[src/rtl/bus_ctrl_pkg.sv]
// Shared constants for the common_bus control unit: bus source codes,
// register-control bit positions, opcodes, register-reference words and
// the run/halt state type.
package bus_ctrl_pkg;

    localparam int SC_W = 3;

    // Bus source select codes
    localparam logic [2:0] SEL_DATA = 3'd0;
    localparam logic [2:0] SEL_AR   = 3'd1;
    localparam logic [2:0] SEL_PC   = 3'd2;
    localparam logic [2:0] SEL_DR   = 3'd3;
    localparam logic [2:0] SEL_AC   = 3'd4;
    localparam logic [2:0] SEL_IR   = 3'd5;
    localparam logic [2:0] SEL_TR   = 3'd6;
    localparam logic [2:0] SEL_MEM  = 3'd7;

    // LD bit positions
    localparam int LD_AR = 0;
    localparam int LD_PC = 1;
    localparam int LD_DR = 2;
    localparam int LD_AC = 3;
    localparam int LD_IR = 4;
    localparam int LD_TR = 5;

    // INR / CLR bit positions
    localparam int RG_AR = 0;
    localparam int RG_PC = 1;
    localparam int RG_DR = 2;
    localparam int RG_AC = 3;
    localparam int RG_TR = 4;

    // Opcodes (ir[14:12])
    localparam logic [2:0] OP_AND    = 3'd0;
    localparam logic [2:0] OP_ADD    = 3'd1;
    localparam logic [2:0] OP_LDA    = 3'd2;
    localparam logic [2:0] OP_STA    = 3'd3;
    localparam logic [2:0] OP_BUN    = 3'd4;
    localparam logic [2:0] OP_BSA    = 3'd5;
    localparam logic [2:0] OP_ISZ    = 3'd6;
    localparam logic [2:0] OP_REGREF = 3'd7;

    // Register-reference instruction words
    localparam logic [15:0] CLA_WORD = 16'h7800;
    localparam logic [15:0] INC_WORD = 16'h7020;
    localparam logic [15:0] HLT_WORD = 16'h7001;

    typedef enum logic {
        ST_HALT = 1'b0,
        ST_RUN  = 1'b1
    } run_state_e;

endpackage

[src/rtl/bus_ctrl_seq_counter.sv]
// Timing-step counter: synchronous clear has priority over increment,
// asynchronous active-high reset to zero.
module bus_ctrl_seq_counter
    import bus_ctrl_pkg::*;
(
    input  logic            clk_i,
    input  logic            rst_i,
    input  logic            clr_i,
    input  logic            inc_i,
    output logic [SC_W-1:0] cnt_o
);

    logic [SC_W-1:0] cnt_q;
    logic [SC_W-1:0] cnt_d;

    // Next count: clear wins, otherwise optional increment
    always_comb begin
        cnt_d = cnt_q;
        if (clr_i) begin
            cnt_d = '0;
        end else if (inc_i) begin
            cnt_d = cnt_q + 1'b1;
        end
    end

    // Counter register
    always_ff @(posedge clk_i or posedge rst_i) begin
        if (rst_i) begin
            cnt_q <= '0;
        end else begin
            cnt_q <= cnt_d;
        end
    end

    assign cnt_o = cnt_q;

endmodule

[src/rtl/bus_control_unit.sv]
// Timing and control sequencer for the common_bus datapath. Decodes the
// run/halt state, the timing step, the latched indirect flag/opcode and the
// live IR into bus select, register load/increment/clear and memory strobes.
// Optional build macro BUS_CTRL_ILLEGAL_TRAP_EN adds an 'illegal' output that
// flags unsupported register-reference words and halts on them.
module bus_control_unit
    import bus_ctrl_pkg::*;
#(
    parameter logic [15:0] CLA_CODE = CLA_WORD,
    parameter logic [15:0] INC_CODE = INC_WORD,
    parameter logic [15:0] HLT_CODE = HLT_WORD
) (
    input  logic        clock,
    input  logic        reset,
    input  logic        start,
    input  logic [15:0] ir,
    input  logic        dr_zero,
    output logic [2:0]  select,
    output logic [5:0]  LD,
    output logic [4:0]  INR,
    output logic [4:0]  CLR,
    output logic        read,
    output logic        write,
    output logic        halted,
`ifdef BUS_CTRL_ILLEGAL_TRAP_EN
    output logic        illegal,
`endif
    output logic [2:0]  sc
);

    run_state_e run_q, run_d;
    logic       i_flag_q, i_flag_d;
    logic [2:0] op_q, op_d;
    logic       sc_clr, sc_inc;
    logic       illegal_q, illegal_d;

    bus_ctrl_seq_counter u_sc (
        .clk_i (clock),
        .rst_i (reset),
        .clr_i (sc_clr),
        .inc_i (sc_inc),
        .cnt_o (sc)
    );

    // Next-state and Moore control decode; all outputs idle unless running
    always_comb begin
        run_d     = run_q;
        i_flag_d  = i_flag_q;
        op_d      = op_q;
        illegal_d = illegal_q;
        sc_clr    = 1'b0;
        sc_inc    = 1'b0;
        select    = 3'b000;
        LD        = '0;
        INR       = '0;
        CLR       = '0;
        read      = 1'b0;
        write     = 1'b0;

        if (run_q == ST_HALT) begin
            sc_clr = 1'b1;
            if (start) begin
                run_d     = ST_RUN;
                illegal_d = 1'b0;
            end
        end else begin
            case (sc)
                3'd0: begin
                    select     = SEL_PC;
                    LD[LD_AR]  = 1'b1;
                    sc_inc     = 1'b1;
                end
                3'd1: begin
                    select     = SEL_MEM;
                    read       = 1'b1;
                    LD[LD_IR]  = 1'b1;
                    INR[RG_PC] = 1'b1;
                    sc_inc     = 1'b1;
                end
                3'd2: begin
                    select    = SEL_IR;
                    LD[LD_AR] = 1'b1;
                    i_flag_d  = ir[15];
                    op_d      = ir[14:12];
                    sc_inc    = 1'b1;
                end
                3'd3: begin
                    if (op_q == OP_REGREF) begin
                        // Register-reference or I/O words finish here
                        sc_clr = 1'b1;
                        if (!i_flag_q && ir == CLA_CODE) begin
                            CLR[RG_AC] = 1'b1;
                        end else if (!i_flag_q && ir == INC_CODE) begin
                            INR[RG_AC] = 1'b1;
                        end else if (!i_flag_q && ir == HLT_CODE) begin
                            run_d = ST_HALT;
                        end else begin
`ifdef BUS_CTRL_ILLEGAL_TRAP_EN
                            illegal_d = 1'b1;
                            run_d     = ST_HALT;
`endif
                        end
                    end else begin
                        // Memory reference: fetch effective address if indirect
                        if (i_flag_q) begin
                            select    = SEL_MEM;
                            read      = 1'b1;
                            LD[LD_AR] = 1'b1;
                        end
                        sc_inc = 1'b1;
                    end
                end
                3'd4: begin
                    case (op_q)
                        OP_LDA, OP_ISZ: begin
                            select    = SEL_MEM;
                            read      = 1'b1;
                            LD[LD_DR] = 1'b1;
                            sc_inc    = 1'b1;
                        end
                        OP_STA: begin
                            select = SEL_AC;
                            write  = 1'b1;
                            sc_clr = 1'b1;
                        end
                        OP_BUN: begin
                            select    = SEL_AR;
                            LD[LD_PC] = 1'b1;
                            sc_clr    = 1'b1;
                        end
                        OP_BSA: begin
                            select     = SEL_PC;
                            write      = 1'b1;
                            INR[RG_AR] = 1'b1;
                            sc_inc     = 1'b1;
                        end
                        default: sc_clr = 1'b1;
                    endcase
                end
                3'd5: begin
                    case (op_q)
                        OP_LDA: begin
                            select    = SEL_DR;
                            LD[LD_AC] = 1'b1;
                            sc_clr    = 1'b1;
                        end
                        OP_BSA: begin
                            select    = SEL_AR;
                            LD[LD_PC] = 1'b1;
                            sc_clr    = 1'b1;
                        end
                        OP_ISZ: begin
                            INR[RG_DR] = 1'b1;
                            sc_inc     = 1'b1;
                        end
                        default: sc_clr = 1'b1;
                    endcase
                end
                3'd6: begin
                    // Write back incremented DR; skip next word when it wrapped to zero
                    if (op_q == OP_ISZ) begin
                        select     = SEL_DR;
                        write      = 1'b1;
                        INR[RG_PC] = dr_zero;
                    end
                    sc_clr = 1'b1;
                end
                default: sc_clr = 1'b1;
            endcase
        end
    end

    // Run/halt, latched instruction fields and trap flag
    always_ff @(posedge clock or posedge reset) begin
        if (reset) begin
            run_q     <= ST_HALT;
            i_flag_q  <= 1'b0;
            op_q      <= 3'd0;
            illegal_q <= 1'b0;
        end else begin
            run_q     <= run_d;
            i_flag_q  <= i_flag_d;
            op_q      <= op_d;
            illegal_q <= illegal_d;
        end
    end

    assign halted = (run_q == ST_HALT);

`ifdef BUS_CTRL_ILLEGAL_TRAP_EN
    assign illegal = illegal_q;
`else
    logic unused_illegal;
    assign unused_illegal = &{1'b0, illegal_q, illegal_d};
`endif

endmodule
[config.mk]
export PLATFORM = sky130hd
export DESIGN_NAME = bus_control_unit
export DESIGN_NICKNAME = d
export VERILOG_FILES = /design/src/rtl/bus_ctrl_pkg.sv /design/src/rtl/bus_ctrl_seq_counter.sv /design/src/rtl/bus_control_unit.sv
export SDC_FILE = /design/constraint.sdc
export NUM_CORES = 1
export LEC_CHECK = 0
export ABC_AREA = 1
export ABC_CLOCK_PERIOD_IN_PS = 2000
export CORE_MARGIN = 2
export CORE_UTILIZATION = 40
export DETAILED_ROUTE_END_ITERATION = 8
export PLACE_DENSITY = 0.78
export SYNTH_ARGS = -nofsm -noshare
export SYNTH_HDL_FRONTEND = slang
export SYNTH_HIERARCHICAL = 1
export SYNTH_SLANG_ARGS = --single-unit
[constraint.sdc]
create_clock -name clock -period 2 [get_ports clock]
set_clock_uncertainty 0.15 [all_clocks]
set_input_delay 0.4 -clock clock [delete_from_list [all_inputs] [get_ports clock]]
set_output_delay 0.4 -clock clock [all_outputs]
set_load 0.01 [all_outputs]
==> results of run 1 <==
[flip-flops by register name, summed over array words and instances, names as in the netlist]
register and count:
op_q 3, run_q 1, u_sc/cnt_o 3, i_flag_q 1
[power breakdown]
group	switching [mW]	total, mW	internal [mW]	leakage, nW
Sequential	0.166	0.413	0.247	0.0860
Combinational	1.02	1.91	0.887	0.951
Clock	0.0591	0.128	0.0689	0.0138
Total	1.25	2.45	1.20	1.05
[kinds of logic after synthesis]
group                      count (synthesis)
other                                      1
buffers and inverters                     35
AOI/OAI and AO/OA                         14
and+or+nand+nor                           97
DFF                                        8
adders and majority gates                  1
[worst reg2reg max path: cells and delay by family (launching register included)]
family                 cells  cell delay [ns]
buffers and inverters      8             0.92
AND/OR/NAND/NOR            5             0.46
flip-flops                 1             0.39
[worst paths after layout]
| path | from | to | cells after the start |
|---|---|---|---|
| max in group asynchronous | reset | op_q[2]$_DFFE_PP0P_ | 2 |
| worst max-delay path | op_q[1]$_DFFE_PP0P_ | INR[3] | 8 |
| worst max register to register | i_flag_q$_DFFE_PP0P_ | run_q$_DFF_PP0_ | 13 |
| worst min register to register | i_flag_q$_DFFE_PP0P_ | i_flag_q$_DFFE_PP0P_ | 3 |
| min in group clock | ir[12] | op_q[0]$_DFFE_PP0P_ | 3 |
| worst min-delay path | reset | u_sc/cnt_o[2]$_DFFE_PP0P_ | 2 |
[metal layers]
metal	wire length, um	track usage
met1	1810	0.372
met5	0	0
met2	2610	0.595
met3	457	0.0351
met4	405	0.215
[repair_timing]
item	in CTS	in global routing
setup endpoints to repair	17	20
cloned	0	0
resized for setup	97	52
buffers inserted	22	10
pin swaps	19	23
[layout make-up]
class | instances | area (sq um) | area share
repair buffers | 99 | 793 | 0.420
multi-input cells | 118 | 723 | 0.383
flip-flops and latches | 8 | 208 | 0.110
inverters | 27 | 109 | 0.0576
well taps | 28 | 35.0 | 0.0185
clock buffers | 3 | 22.5 | 0.0119
[Yosys cell counts (all sizes together)]
library cell  count
a21oi             8
a31o              1
a31oi             1
and2              2
buf               8
conb              1
dfrtp             8
ha                1
inv              27
nand2            33
nand3            14
nand4             1
nor2             39
nor3              6
o211ai            1
o21ai             3
or2               2
==> flow_summary.toml, run 1 <==
[clock_network]
root_buffer = "clkbuf_4"
postCtsHoldBufs = 0
htreeDepth = 1
path_clk_slew_ns = 0.05
clk_latency_ns = 0.26
cts_tree = "built"
numClockSinks = 8
clk_path_buf_depth = 2
numCtsBuffers = 3

[cells_and_area]
fin_area_sq_um = 1890
final_cells = 283
layout_commonest_cell = "buf_4"
n_antenna_cell = 0
nets = 278
final_core_util = 0.871
drive_gt1_frac = 0.557
layout_common_cells = "buf_4, nand2_1, nor2_1"
fill_cells = 114
syn_to_final_growth_pct = 111

[worst_setup_path]
cp_slowest_cell = "dfrtp_2"
cp.arrival_ns = 1.61
start_kind = "flop"
endpoint_kind = "output pin"
cp.required_ns = 1.45
max_stage_delay_ns = 0.46
path_delay_family = "simple AND/OR/NAND/NOR gates"
r2r_slack_ns = 0.03
crit_fanout = 4
crit_type = "flop to output pin"
path_cells = "buf_6 > nand3_4 > inv_1 > nand2_1 > nor2_2 > nand2_2 > nor3_2 > buf_2"
crit_buf_inv = 3

[die]
die_h_um = 51.3
die-area_sq_um = 2630
rows = 17
coreArea_sq_um = 2170
ios = 45
die_w_um = 51.3
start_util = 0.412

[run]
drv_cap = 0

[power]
p_leak_nw = 1.05
vdd_drop_max_v = 0.00119
powerDensity_nw_per_um2 = 1300
total_power_mw = 2.45

[yosys]
synth_warnings = 6
synth.cell_area_sq_um = 895
synth_top_family_by_area = "simple AND/OR/NAND/NOR gates"
muxShareOfSynthArea = 0
ys_types = 26
syn_inst = 156
yosys.area_share.simple = 0.491
yosys.area.top_type_share = 0.224
synth_area_per_cell_sq_um = 5.73
ys_top_cells_by_area = "dfrtp_1, nor2_1, nand2_1"
synth_top_cell_by_area = "dfrtp_1"
synth_compound_area_frac = 0.0867
synthAdderAreaFrac = 0.0140
ys_ff_latch = 8
ys_seq_area_frac = 0.224
synth_xor_area_frac = 0

[detailed_routing]
vias_per_cell = 5.53
drtIter0Drc = 59
wl_per_cell_um = 18.7
drtPass1Iterations = 5
wl_um = 5280
drt.antenna.violating_nets = 0
drc = 0
routed-via-count = 1566

[timing]
timing.hold.ws_ns = 0.282
layout_setup_ws_ns = -0.159
finalMaxSlewViolations = 0
timing.final.crit_share = 1.08
fin_setup_tns_ns = -1.03
timing.fmax_mhz = 463
hold_viol_final = 0
rsz0062_at_grt = "true"
setup_viol = 10
min_period_ns = 2.16

[global_routing]
grt_pass1_vias = 1387
antenna_found_initial = 0
grt_pass1_wl_um = 6400
track_usage = 0.333
grt_max_degree = 9
overflow = 0

[placement]
post-place-ws_ns = -0.626
gp_congestion = 0.893
place_inst = 248
port_buffers = 38
placed_cell_area_sq_um = 1490
dp_hpwl_um = 2280

[run_status]
status = "finished, violations left"
violations = "negative setup slack"

[min_path]
hp-class = "input pin to async pin"
No activity file was read; power rests on OpenSTA's default activity.
==> run 2: changes to the inputs <==
--- a/config.mk
+++ b/config.mk
@@ -5,12 +5,12 @@
 export SDC_FILE = /design/constraint.sdc
 export NUM_CORES = 1
 export LEC_CHECK = 0
-export ABC_AREA = 1
-export ABC_CLOCK_PERIOD_IN_PS = 2000
+export ABC_CLOCK_PERIOD_IN_PS = 2500
 export CORE_MARGIN = 2
-export CORE_UTILIZATION = 40
+export CORE_UTILIZATION = 43
 export DETAILED_ROUTE_END_ITERATION = 8
-export PLACE_DENSITY = 0.78
+export PLACE_DENSITY = 0.82
+export SKIP_CTS_REPAIR_TIMING = 1
 export SYNTH_ARGS = -nofsm -noshare
 export SYNTH_HDL_FRONTEND = slang
 export SYNTH_HIERARCHICAL = 1
==> constraint.sdc (replaced) <==
create_clock -name clock -period 2.5 [get_ports clock]
set_clock_uncertainty 0.15 [all_clocks]
set_input_delay 0.5 -clock clock [delete_from_list [all_inputs] [get_ports clock]]
set_output_delay 0.5 -clock clock [all_outputs]
set_load 0.01 [all_outputs]
==> run 2 against run 1 <==
  * The run now ends clean
  * Critical path depth fell by 2
  * Sequential share of layout area rose by 2.6 points
  * Final cell count fell by 31%
  * Clock-buffer cell count did not move
  * Wire length fell by 51%
  * Global-route usage fell by 12 points
  * Synthesized cell count fell by 23%
  * Power fell by 36%
  * Worst setup slack improved by 0.24 ns
  * Largest cell class is now multi-input combinational cells
==> flow_summary.toml, run 2 <==
[die]
coreArea_sq_um = 2000
die_h_um = 50.4
die_w_um = 50.4
die-area_sq_um = 2540
rows = 16
ios = 45
start_util = 0.463

[clock_network]
cts_tree = "built"
numCtsBuffers = 3
root_buffer = "clkbuf_4"
htreeDepth = 1
clk_path_buf_depth = 2
clk_latency_ns = 0.25
numClockSinks = 8
path_clk_slew_ns = 0.06

[detailed_routing]
routed-via-count = 1051
drc = 0
wl_um = 2610
drtPass1Iterations = 4
drt.antenna.violating_nets = 0
vias_per_cell = 5.39
wl_per_cell_um = 13.4
drtIter0Drc = 36

[yosys]
syn_inst = 120
synth_compound_area_frac = 0.157
synthAdderAreaFrac = 0.0135
yosys.area.top_type_share = 0.216
synth_warnings = 6
muxShareOfSynthArea = 0.0594
ys_ff_latch = 8
ys_top_cells_by_area = "dfrtp_1, buf_4, a21oi_1"
synth_top_cell_by_area = "dfrtp_1"
ys_seq_area_frac = 0.216
ys_async_sr_fraction = 1.00
synth_common_cells = "nor2_1, a21oi_1, buf_4, nand2_1, dfrtp_1"
yosys.area_share.simple = 0.383
synth_xor_area_frac = 0.0283
synth_edf_count = 0
synth.cell_area_sq_um = 927
synth_most_common_cell = "nor2_1"
synth_top_family_by_area = "simple AND/OR/NAND/NOR gates"
synth_area_per_cell_sq_um = 7.73
ys.flop_type = "dfrtp_1"
ys_types = 45

[placement]
place_inst = 192
port_buffers = 38
gp_congestion = 0.841
post-place-ws_ns = -0.500
dp_hpwl_um = 2030

[timing]
rsz0062_at_grt = "true"
finalMaxSlewViolations = 0
hold_viol_final = 0
timing.fmax_mhz = 413
timing.final.crit_share = 0.967
setup_viol = 0
min_period_ns = 2.42
layout_setup_ws_ns = 0.0816
fin_setup_tns_ns = 0

[power]
vdd_drop_max_v = 0.000603
p_leak_nw = 0.861
total_power_mw = 1.57
powerDensity_nw_per_um2 = 1050

[cells_and_area]
syn_to_final_growth_pct = 61.4
layout_commonest_cell = "dlymetal6s2s_1"
drive_gt1_frac = 0.238
final_core_util = 0.748
nets = 191
layout_common_cells = "dlymetal6s2s_1, clkdlybuf4s50_1, buf_4"
n_antenna_cell = 0
final_cells = 195

[worst_setup_path]
start_kind = "input pin"
cp.arrival_ns = 1.77
startpoint = "ir[1]"
crit_fanout = 2
r2r_cells = 7
crit_type = "input pin to output pin"
cp.required_ns = 1.85
r2r_start = "u_sc/cnt_o[0]$_DFFE_PP0P_"
endpoint_kind = "output pin"

[run]
drv_cap = 0

[global_routing]
track_usage = 0.214
grt_max_degree = 13
grt_pass1_vias = 1027
antenna_found_initial = 0
overflow = 0
grt_pass1_wl_um = 4300

[min_path]
hp-class = "input pin to async pin"

[run_status]
status = "finished clean"
[run 2: cell count changes in the layout (fill, tap and decap cells not counted), sizes merged, moves of 7 or more]
cell           previous run  this run
buf                      73        18
inv                      27         5
nor2                     39        12
nand2                    33         9
clkdlybuf4s50             4        16
dlymetal6s2s              7        20
nand3                    14         7
[run 2: metrics by stage]
step | hold slack (ns) | cell area (sq um)
2_1_floorplan | 0.104 | 946
3_3_place_gp | 0.386 | 1390
3_5_place_dp | 0.413 | 1390
4_1_cts | 0.300 | 1410
5_1_grt | 0.336 | 1500
6_report | 0.312 | 1500
[run 2: cell type report]
type	instances	area, sq um
fill	146	505
tap	27	33.8
clock buffer	3	22.5
inverter	5	18.8
multi-input combinational	97	657
sequential	8	204
timing repair buffer	55	561
[run 2: worst max-delay path, stage by stage]
cell and delay [ns]:
clkdlybuf4s50_1 0.41, nor4b_2 0.21, nand4b_1 0.15, nor4_2 0.18
and3b_1 0.19, clkbuf_2 0.13
[run 2: logic make-up (layout without fill, tap and decap cells)]
logic type	after synthesis	count (layout)
other cells	1	6
simple gates	60	60
fa+ha+maj	1	1
buf+inv	20	63
compound gates	22	22
mux	5	5
flops	8	8
xor+xnor	3	3
[run 2: where the power goes]
| part | internal (mW) | leakage [nW] | switching, mW |
|---|---|---|---|
| Clock | 0.0548 | 0.0138 | 0.0419 |
| Sequential | 0.192 | 0.0897 | 0.0837 |
| Combinational | 0.623 | 0.757 | 0.575 |
[run 2: path summary, 6_finish.rpt]
kind                                             end  slack, ns
setup / recovery                              CLR[3]       0.08
hold / removal             u_sc/cnt_o[1]$_DFFE_PP0P_       0.31
setup reg to reg           u_sc/cnt_o[1]$_DFFE_PP0P_       0.59
hold reg to reg                  op_q[1]$_DFFE_PP0P_       0.43
max in group asynchronous        op_q[2]$_DFFE_PP0P_       1.68
min in group clock               op_q[2]$_DFFE_PP0P_       0.37
[run 2: metal layers]
layer | GRT usage | wire length (um) | vias to the layer above
li1 | - | - | 518
met1 | 0.257 | 1120 | 480
met2 | 0.388 | 1350 | 51
met3 | 0.0298 | 131 | 2
met4 | 0.0676 | 10 | 0
met5 | 0 | 0 | -
==> edit, RTL diff (settings of run 1) <==
Add a define of `BUS_CTRL_ILLEGAL_TRAP_EN`.
--- a/src/rtl/bus_control_unit.sv
+++ b/src/rtl/bus_control_unit.sv
@@ -3,6 +3,8 @@
 // live IR into bus select, register load/increment/clear and memory strobes.
 // Optional build macro BUS_CTRL_ILLEGAL_TRAP_EN adds an 'illegal' output that
 // flags unsupported register-reference words and halts on them.
+`define BUS_CTRL_ILLEGAL_TRAP_EN
+
 module bus_control_unit
     import bus_ctrl_pkg::*;
 #(
Function (old outputs only; new: illegal): changed (a bounded check fails within 10 cycles, from zero or initial values and one cycle with reset high).
==> edit against run 1 <==
- the run still ends with setup timing left
- fmax decreased by 5.9%
- global-route usage rose by 2.4 points
- synthesized area rose by 0.70%
- critical path depth is the same
- wire length rose by 13%
- register-to-register slack worse by 0.07 ns
- total power is 16% higher
- final area is 6.2% higher
- sequential cell count increased by 1
- non-clock buffer count rose by 2
- worst setup slack worse by 0.14 ns
- highest routed layer unchanged
==> edit: results (changes against run 1) <==
* Outcome: finished, violations left
* Failing checks: setup timing
* Fin nets at 281 (+1.1%)
* DR vias at 1650 (+5.4%)
* Synth cell types at 21 (-19%)
* CP max stage delay at 0.43 ns (-0.03 ns)
* Global-route wire length before repair at 6941 um (+8.4%)
* Switching Share at 52.32% (+1.5 points)
* Met1 usage at 38.25% (+1.0 points)
* Arrival time at the worst endpoint at 1.75 ns (+0.14 ns)
* Fillers at 89 (-22%)
* Port Buffers at 39 (+2.6%)
* # setup viols final at 18 (+8)
* Setup WS pre-CTS at -0.5643 ns (+0.06154 ns)
* GR Util met3 at 2.924% (-0.58 points)
* WL/cell at 20.71 um (+11%)
* Met2 global-route usage at 69.02% (+9.5 points)
* Peak supply drop at 1.062 mV (-11%)
* Number of global-route vias before repair at 1517 (+9.4%)
* Max FO, Critical Path at 3 (-1)
* Initial drt markers at 111 (+88%)
* GP Congestion at 0.9357 (+4.8%)
* Layout cells sized above 1 at 56.37% (+0.68 points)
* Detail Placement HPWL at 2214 um (-3.0%)
* Fin worst setup slack at -0.2956 ns (-0.1364 ns)
* Area contributors post-synth: dfrtp_1 (25%), nor2_1 (14%), inv_1 (12%)
edit: changes by cell type in the layout (fill, tap and decap cells not counted), moves of 5 or more:
| cell | change |
|---|---|
| dlygate4sd2_1 | +11 |
| buf_6 | +6 |
| nor2_4 | +6 |
| dlymetal6s2s_1 | -5 |
| nand2_1 | -5 |
edit: layer usage:
metal | wire length [um] | vias to the layer above
li1 | - | 678
met5 | 0 | -
met2 | 2867 | 154
met1 | 1989 | 763
met4 | 453 | 0
met3 | 633 | 55
edit: final timing paths:
check                                         start                         to  slack, ns  cells past startpoint
worst max-delay path            op_q[1]$_DFFE_PP0P_                     INR[3]      -0.30                      8
worst min register to register  illegal$_DFFE_PP0P_        illegal$_DFFE_PP0P_       0.40                      2
worst max register to register  op_q[1]$_DFFE_PP0P_  u_sc/cnt_o[2]$_DFFE_PP0P_      -0.04                     11
max in group asynchronous                     reset       i_flag_q$_DFFE_PP0P_       1.18                      2
worst min-delay path                          reset  u_sc/cnt_o[2]$_DFFE_PP0P_       0.23                      2
min in group clock                           ir[12]        op_q[0]$_DFFE_PP0P_       0.39                      2
edit: power by group through the flow:
stage	clock network, mW	registers [mW]	logic (mW)
after floorplan	0	0.379	0.691
after global routing	0.155	0.394	2.39
after detailed placement	0	0.348	1.48
after CTS	0.135	0.355	1.78
after global placement	0	0.343	1.43
final	0.151	0.385	2.30
edit: worst reg2reg max path: stages, from the launching register on:
cell	delay (ns)
dfrtp_1	0.43
inv_2	0.11
nor2_4	0.14
inv_1	0.11
buf_4	0.16
nand3_1	0.13
nand3_2	0.12
nor2_4	0.18
inv_1	0.07
inv_2	0.09
nand2_1	0.12
nor2_2	0.15
edit: stage by stage:
step	power [mW]	instance area [um2]	util (%)	instances	setup TNS (ns)
6_report	2.838	2007	92.50	287	-2.065
5_1_grt	2.938	2007	92.50	287	-2.645
4_1_cts	2.266	1849	85.24	283	-0.5512
3_5_place_dp	1.833	1491	68.74	247	-2.587
3_3_place_gp	1.777	1491	68.74	247	-2.272
2_1_floorplan	1.070	919.6	-	161	0
edit: layout make-up:
cell class | instances | area [um2] | share of cell area (%)
Multi-Input combinational cell | 114 | 787.0 | 39.21
Clock buffer | 4 | 26.28 | 1.309
Tap cell | 28 | 35.03 | 1.746
Sequential cell | 9 | 229.0 | 11.41
Timing Repair Buffer | 101 | 808.3 | 40.27
Inverter | 31 | 121.4 | 6.047
edit: cell families after synthesis:
| group | after synthesis | synth area share (%) |
|---|---|---|
| buffers and inverters | 38 | 18.33 |
| multiplexers | 1 | 1.666 |
| AO/OA/AOI/OAI | 16 | 9.444 |
| other | 1 | 0.4163 |
| AND/OR/NAND/NOR | 90 | 43.75 |
| flip-flops | 9 | 25.00 |
| adder cells (fa/ha/maj) | 1 | 1.389 |
